==> config.mk <==
export PLATFORM = sky130hd
export DESIGN_NAME = piso_serializer
export DESIGN_NICKNAME = d
export VERILOG_FILES = /design/src/rtl/piso_serializer_pkg.sv /design/src/rtl/piso_serializer_shift_reg.sv /design/src/rtl/piso_serializer.sv
export SDC_FILE = /design/constraint.sdc
export NUM_CORES = 1
export LEC_CHECK = 0
export ABC_AREA = 1
export CAP_MARGIN = 20
export CORE_AREA = 3 3 47 45
export CTS_CLUSTER_DIAMETER = 60
export DETAILED_ROUTE_END_ITERATION = 10
export DIE_AREA = 0 0 50 48
export PLACE_DENSITY = 0.76
export SETUP_SLACK_MARGIN = 0.1
export SLEW_MARGIN = 20
export SYNTH_ARGS = -nofsm -noshare
export SYNTH_HDL_FRONTEND = slang
export SYNTH_SLANG_ARGS = --single-unit
export TNS_END_PERCENT = 5
==> constraint.sdc <==
create_clock -name clk -period 2.8 [get_ports clk]
set_clock_uncertainty 0.05 [all_clocks]
set_input_delay 0.42 -clock clk [delete_from_list [all_inputs] [get_ports clk]]
set_output_delay 0.42 -clock clk [all_outputs]
set_load 0.02 [all_outputs]
==> src/rtl/piso_serializer_pkg.sv <==
// Shared definitions for the parallel-in/serial-out transmitter: FSM state
// encoding, line levels for framing, and a counter-width helper.
package piso_serializer_pkg;

  // State encoding values, kept as plain localparams so checkers and
  // waveform decoders can reference them without the enum type.
  localparam logic [1:0] ST_IDLE_ENC  = 2'd0;
  localparam logic [1:0] ST_START_ENC = 2'd1;
  localparam logic [1:0] ST_DATA_ENC  = 2'd2;
  localparam logic [1:0] ST_STOP_ENC  = 2'd3;

  typedef enum logic [1:0] {
    IDLE  = ST_IDLE_ENC,
    START = ST_START_ENC,
    DATA  = ST_DATA_ENC,
    STOP  = ST_STOP_ENC
  } state_t;

  // Line levels used to frame each word.
  localparam logic START_BIT  = 1'b0;
  localparam logic STOP_BIT   = 1'b1;
  localparam logic IDLE_LEVEL = 1'b1;

  // Bit-counter width: enough to count 0..width-1, never narrower than 1.
  function automatic int cnt_width(input int width);
    return (width > 1) ? $clog2(width) : 1;
  endfunction

endpackage

==> src/rtl/piso_serializer_shift_reg.sv <==
// Data shift register for the serializer. Loads a full word, then presents
// one bit at a time on bit_out, advancing on each shift strobe. The
// direction is fixed at elaboration by LSB_FIRST; vacated bits fill with 0.
module piso_shift_reg #(
  parameter int WIDTH     = 8,
  parameter bit LSB_FIRST = 1'b1
) (
  input  logic             clk,
  input  logic             rst,
  input  logic             load,
  input  logic             shift,
  input  logic [WIDTH-1:0] d,
  output logic             bit_out
);

  logic [WIDTH-1:0] r_q;
  logic [WIDTH-1:0] w_shifted;

  // Next value after one shift: the bit just sent falls off the output end.
  generate
    if (LSB_FIRST) begin : g_lsb
      assign w_shifted = {1'b0, r_q[WIDTH-1:1]};
      assign bit_out   = r_q[0];
    end else begin : g_msb
      assign w_shifted = {r_q[WIDTH-2:0], 1'b0};
      assign bit_out   = r_q[WIDTH-1];
    end
  endgenerate

  // Load has priority over shift; reset clears the word.
  always_ff @(posedge clk) begin
    if (rst) begin
      r_q <= '0;
    end else if (load) begin
      r_q <= d;
    end else if (shift) begin
      r_q <= w_shifted;
    end
  end

endmodule

==> src/rtl/piso_serializer.sv <==
// Parallel-in/serial-out transmitter. Accepts a WIDTH-bit word through a
// valid/ready handshake and sends start bit, WIDTH data bits, stop bit on
// tx_out, one bit per clock. The line idles high between frames.
//
// Handshake: a word is accepted on a rising clk edge where load_valid and
// load_ready are both 1; data_in is sampled only at that edge. load_ready
// is a pure decode of the state (1 in IDLE and STOP), so an accept in STOP
// starts the next frame with no idle bit between stop and start.
//
// tx_out, busy and done are registered: the combinational block computes
// the value each output must take in the state being entered, and that
// value is captured together with the state.
module piso_serializer
  import piso_serializer_pkg::*;
#(
  parameter int WIDTH     = 8,
  parameter bit LSB_FIRST = 1'b1
) (
  input  logic             clk,
  input  logic             rst,
  input  logic             load_valid,
  output logic             load_ready,
  input  logic [WIDTH-1:0] data_in,
  output logic             tx_out,
  output logic             busy,
  output logic             done,
  output logic [1:0]       dbg_state
);

  localparam int              CW       = cnt_width(WIDTH);
  localparam logic [CW-1:0]   LAST_CNT = CW'(WIDTH - 1);

  state_t        r_state;
  state_t        w_state_next;
  logic [CW-1:0] r_cnt;
  logic [CW-1:0] w_cnt_next;
  logic          r_tx;
  logic          r_busy;
  logic          r_done;
  logic          w_tx_next;
  logic          w_busy_next;
  logic          w_done_next;
  logic          w_accept;
  logic          w_load;
  logic          w_shift;
  logic          w_bit;

  assign load_ready = (r_state == IDLE) || (r_state == STOP);
  assign w_accept   = load_valid && load_ready;

  assign tx_out    = r_tx;
  assign busy      = r_busy;
  assign done      = r_done;
  assign dbg_state = r_state;

  piso_shift_reg #(
    .WIDTH     (WIDTH),
    .LSB_FIRST (LSB_FIRST)
  ) u_shift_reg (
    .clk     (clk),
    .rst     (rst),
    .load    (w_load),
    .shift   (w_shift),
    .d       (data_in),
    .bit_out (w_bit)
  );

  // State, bit counter and output registers; reset aborts any frame.
  always_ff @(posedge clk) begin
    if (rst) begin
      r_state <= IDLE;
      r_cnt   <= '0;
      r_tx    <= IDLE_LEVEL;
      r_busy  <= 1'b0;
      r_done  <= 1'b0;
    end else begin
      r_state <= w_state_next;
      r_cnt   <= w_cnt_next;
      r_tx    <= w_tx_next;
      r_busy  <= w_busy_next;
      r_done  <= w_done_next;
    end
  end

  // Next state, counter and next output values for the state being entered.
  always_comb begin
    w_state_next = r_state;
    w_cnt_next   = r_cnt;
    w_tx_next    = IDLE_LEVEL;
    w_busy_next  = 1'b0;
    w_done_next  = 1'b0;
    w_load       = 1'b0;
    w_shift      = 1'b0;

    case (r_state)
      IDLE: begin
        if (w_accept) begin
          w_state_next = START;
          w_load       = 1'b1;
          w_tx_next    = START_BIT;
          w_busy_next  = 1'b1;
        end
      end

      START: begin
        // First data bit goes on the line; advance the register so the
        // following bit is ready for the next cycle.
        w_state_next = DATA;
        w_cnt_next   = '0;
        w_shift      = 1'b1;
        w_tx_next    = w_bit;
        w_busy_next  = 1'b1;
      end

      DATA: begin
        w_busy_next = 1'b1;
        if (r_cnt == LAST_CNT) begin
          w_state_next = STOP;
          w_tx_next    = STOP_BIT;
          w_done_next  = 1'b1;
        end else begin
          w_cnt_next = r_cnt + CW'(1);
          w_shift    = 1'b1;
          w_tx_next  = w_bit;
        end
      end

      STOP: begin
        if (w_accept) begin
          w_state_next = START;
          w_load       = 1'b1;
          w_tx_next    = START_BIT;
          w_busy_next  = 1'b1;
        end else begin
          w_state_next = IDLE;
        end
      end

      default: begin
        w_state_next = IDLE;
      end
    endcase
  end

endmodule
Yosys cells after proc, flatten, opt, wreduce, memory -nomap -nowiden

Index checks and enable logic that the tools add are counted.

Word-level logic and storage cells: 42
Bits of input ports: 11
Output and inout bits: 6
Register bits: 16

Mux-type cells: 17
$add $sub $neg: 1
Bitwise gates (word level): 1
Reductions and logical operators: 10
Equal/unequal tests: 7

Operators with widths:

| kind                | number |
|---|---|
| $mux 8              | 2 |
| $pmux 2 s4          | 1 |
| $mux 1              | 7 |
| $ne 2x2->1 const B  | 3 |
| $pmux 3 s2          | 1 |
| $reduce_or 2->1     | 3 |
| $eq 2x2->1 const B  | 2 |
| $mux 2              | 2 |
| $pmux 1 s2          | 2 |
| $reduce_and 2->1    | 2 |
| $reduce_bool 2->1   | 2 |
| $add 3x1->3 const B | 1 |
| $eq 3x3->1 const B  | 1 |
| $mux 3              | 1 |
| $pmux 1 s3          | 1 |
| $eq 2x1->1 const B  | 1 |
| $logic_not 2->1     | 1 |
| $logic_and 1x1->1   | 1 |
| $logic_or 1x1->1    | 1 |
| $not 1->1           | 1 |

Depth between registers and ports, before layout

Depth in word-level cells: 6
Mapped depth: 11

By module

From an unflattened synthesis, not the netlist that was laid out.

Cells, all modules: 119
Area total of the unflattened synthesis: 844.6 um^2

Modules (own cells, without submodules):

| module          | instances | seq. area each (um^2) | area each (um^2) | cells each |
|---|---|---|---|---|
| piso_serializer | 1         | 160.2                 | 437.9            | 56 |
| piso_shift_reg  | 1         | 160.2                 | 406.6            | 63 |

Worst setup path after synthesis

Ideal clock, no wire load.

Path type: register -> register
From: register r_state[0], in the netlist dbg_state[0]
To: register u_shift_reg.r_q[1]
Cell stages (with the launch flop): 12
Data required time: 2.636 ns
Arrival time: 1.610 ns
Clock period less this slack: 1.774 ns
Slack: 1.026 ns
Setup time: 0.114 ns
Path buffers: 1
Path through: dfxtp_1 > inv_1 > ha_1 > inv_2 > nand2_4 > buf_6 > nand2_1 > nand2_1 > inv_1 > nand2_1 > nand2_1 > nor2_2

Word-level cells in the longest chain between the ends: 6
Elaborated cells on any way between the ends: 12
Classes of those cells: eq/ne: 3; mux: 4; reduce/logical: 5

Ends and longest elaborated chain:

| item                                                 | RTL line                                      | source |
|---|---|---|
| start: declaration                                   | piso_serializer.sv:33                         | `state_t r_state;` |
| start signal: assignment                             | piso_serializer.sv:77                         | `r_state <= w_state_next;` |
| $eq 2x2->1 / $logic_not 2->1 (equally long branches) | piso_serializer.sv:48                         | `assign load_ready = (r_state == IDLE) \|\| (r_state == STOP);` |
| $logic_or 1x1->1 (*)                                 | piso_serializer.sv:48                         |  |
| net load_ready                                       | piso_serializer.sv:22                         | `output logic load_ready,` |
| $logic_and 1x1->1 (*)                                | piso_serializer.sv:49                         | `assign w_accept = load_valid && load_ready;` |
| $mux 1 (*)                                           | piso_serializer.sv:97, piso_serializer.sv:129 |  |
| $mux 1 (*)                                           | -                                             |  |
| $mux 8 / $reduce_bool 2->1 (equally long branches)   | -                                             |  |
| end signal: assignment                               | piso_serializer_shift_reg.sv:37               | `r_q <= w_shifted;` |
| end: declaration                                     | piso_serializer_shift_reg.sv:16               | `logic [WIDTH-1:0] r_q;` |

Mark *: on every way through the listed nets, which the timed path passes. The rest lies on a longest branch.
A chain may end at the register's enable or synchronous reset.

Worst setup path in the final report

From: register r_state[0], in the netlist dbg_state[0]
To: output port load_ready

Word-level cells in the longest chain between the ends: 2
Elaborated cells on any way between the ends: 3
Classes of those cells: eq/ne: 1; reduce/logical: 2

Ends and longest elaborated chain:

| item                                                 | RTL line |
|---|---|
| $eq 2x2->1 / $logic_not 2->1 (equally long branches) | piso_serializer.sv:48 |
| $logic_or 1x1->1 (*)                                 | piso_serializer.sv:48 |
| end: declaration                                     | piso_serializer.sv:22 |

Every way passes the cells marked *; elsewhere a longest branch is shown, timed or not.

==> impl_metrics.ini <==
[run_status]
status = finished, final reports clean

[sta]
timing.setup.tns_ns = 0
clock.fmax_ghz = 0.415
slew_headroom = 0.744
maxSlewViolCount = 0
finalSetupViolCount = 0
rsz0062_at_grt = no
hold_viol = 0
fin_crit_ns = 2.41
worst_pin_slew_ns = 0.382
fin_crit_sh = 0.860

[critical_path]
timing.rr.start = dbg_state[0]$_SDFFE_PP0P_
reg2reg_slack_ns = 0.94
critPathMaxFanout = 8
critPathTopFamily = buffers and inverters
critical_path.endpoint = load_ready
crit_required_ns = 2.33
worstSetupStartpoint = dbg_state[0]$_SDFFE_PP0P_
max_stage_delay_ns = 0.63
cp-end-kind = output pin
cp-start-kind = flip-flop
r2r_cells = 8
worstPathArrival_ns = 1.94
critPathBufInv = 3
cp_slowest_cell = clkdlybuf4s50_1
path_cells = inv_1 > ha_1 > inv_2 > clkdlybuf4s50_1
cp.depth = 4
timing.rr.end = u_shift_reg.r_q[1]$_SDFFE_PP0P_
worstSetupPathType = reg -> out

[yosys]
syn_avg_cell_area_um2 = 6.87
synth_warnings = 0
seq_area_frac_synth = 0.364
synth_seq_cells = 16
synth_cell_type_count = 18
synth_nets = 146
mappedNetlistArea_um2 = 880
netlist_instances = 128

[cells_and_area]
fillCellCount = 147
regArea_um2 = 320
diodes = 0
multi_input_area_um2 = 459
syn2layout_area_growth_pct = 21.6
layout.nets = 164
drive_gt1_frac = 0.0759

[die]
floorplan.die_area_um2 = 2400
start_util = 0.529
die-width_um = 50
fp.coreArea_um2 = 1660
die_h_um = 48
io_pins = 17
num_rows = 14

[clock_network]
postCtsSetupRepairBufs = 0
cts_sinks = 16
htree_num_levels = 1
cts-hold-fix-buffers = 0
post_cts_resize_count = 0
worstSkewPairLatency_ns = 0.28
cts_tree = done
cts_made_buffers = 3
cts_buffer_depth = 2
path_clk_slew_ns = 0.09
cts-root-buf = clkbuf_4

[routing]
drtAntennaViolNets = 0
dr_total_vias = 752
first_iter_violations = 14
wl_per_cell_um = 8.95
viasPerCell = 4.45
wirelength_um = 1510
drcViolationCount = 0
dr.pass1.iters = 4

[placement]
dp_hpwl_um = 1130
place_congestion = 0.815
portBuffers = 16

[hold_path]
worstHoldPathCells = 2
hp-class = reg -> reg

[flow_run]
maxCapViolations = 0

[power]
finalPower_mw = 0.980
p_per_area_nw_per_um2 = 916
p_leak_nw = 0.516
peakVddDrop_v = 0.000479

[global_route]
grt_max_degree = 14
grt_pass1_vias = 537
grt_pass1_wl_um = 2410
grt_util_all_layers = 0.132
gr-total-overflow = 0
grt_antenna_before_repair = 0
-- synthesized netlist by cell type --
master | instances | area share
buf_6 | 2 | 0.026
o21ai_0 | 3 | 0.017
dfxtp_1 | 16 | 0.36
clkinv_1 | 1 | 0.0043
o211ai_1 | 1 | 0.0085
nand2_2 | 2 | 0.014
inv_1 | 15 | 0.064
a21oi_1 | 7 | 0.040
nand3b_1 | 1 | 0.0085
nand3_1 | 9 | 0.051
nor3_1 | 1 | 0.0057
nor2_2 | 3 | 0.021
nor2_1 | 17 | 0.073
nand2_4 | 1 | 0.013
clkbuf_8 | 1 | 0.016
nand2_1 | 40 | 0.17
inv_2 | 1 | 0.0043
ha_1 | 7 | 0.10
-- cell families after synthesis --
kind of cell	after synthesis	share of synthesized area
flops	16	0.364
simple gates	74	0.357
fa+ha+maj	7	0.0996
buf+inv	20	0.114
compound gates	11	0.0654
-- state kept, by name, summed over array words and instances (netlist names) --
name,flops
r_cnt,3
busy,1
tx_out,1
dbg_state,2
done,1
u_shift_reg.r_q,8
-- worst reg2reg max path, stage by stage (launching register included) --
cell and delay, ns:
dfxtp_1 0.43, inv_1 0.10, ha_1 0.35, inv_2 0.15, nand2_4 0.13, nand2_1 0.34
nand2_1 0.09, nand2_1 0.08, nor2_2 0.04
-- layout make-up --
type	count	area share
Clock buffer	4	0.0339
Inverter	17	0.0596
Multi-Input combinational cell	92	0.429
Sequential cell	16	0.299
Tap cell	24	0.0281
Timing Repair Buffer	16	0.150
-- power by group --
part           leakage [nW]  total (mW)  internal, mW  switching (mW)
Clock                0.0210       0.150        0.0790          0.0707
Combinational         0.363       0.499         0.196           0.303
Sequential            0.132       0.331         0.292          0.0395
Total                 0.516       0.980         0.567           0.413
-- how the worst min path moves through the flow --
stage	slack (ns)	end	start
after floorplan	0.39	r_cnt[1]$_SDFFE_PP0P_	r_cnt[1]$_SDFFE_PP0P_
after global placement	0.41	r_cnt[1]$_SDFFE_PP0P_	r_cnt[1]$_SDFFE_PP0P_
after detailed placement	0.41	r_cnt[1]$_SDFFE_PP0P_	r_cnt[1]$_SDFFE_PP0P_
after CTS	0.43	r_cnt[1]$_SDFFE_PP0P_	r_cnt[1]$_SDFFE_PP0P_
after global routing	0.46	r_cnt[1]$_SDFFE_PP0P_	r_cnt[1]$_SDFFE_PP0P_
final	0.42	r_cnt[1]$_SDFFE_PP0P_	r_cnt[1]$_SDFFE_PP0P_
-- stage by stage --
stage	utilization	cells	setup slack, ns	hold slack [ns]	area [µm²]
3_3_place_gp	0.621	165	0.734	0.406	1030
2_1_floorplan	-	128	1.03	0.388	880
5_1_grt	0.643	169	0.275	0.458	1070
4_1_cts	0.643	169	0.377	0.425	1070
6_report	0.643	169	0.391	0.420	1070
3_5_place_dp	0.621	165	0.696	0.411	1030
-- metal layers --
layer | GRT usage | wire [µm] | vias to the layer above
met5 | 0 | 0 | -
met4 | 0.0497 | 13 | 0
met3 | 0.0312 | 65 | 2
met2 | 0.188 | 649 | 11
met1 | 0.191 | 784 | 313
li1 | - | - | 426
-- cell usage in the layout, fill, tap and decap left out, drive strengths merged, types with 3 or more instances in the layout --
cell type	synthesis	layout
nor2	20	20
dfxtp	16	16
clkdlybuf4s50	0	16
a21oi	7	7
inv	16	16
nand3	9	9
clkbuf	1	4
ha	7	7
nand2	43	43
o21ai	3	3
Power figures use the tool's default switching activity.
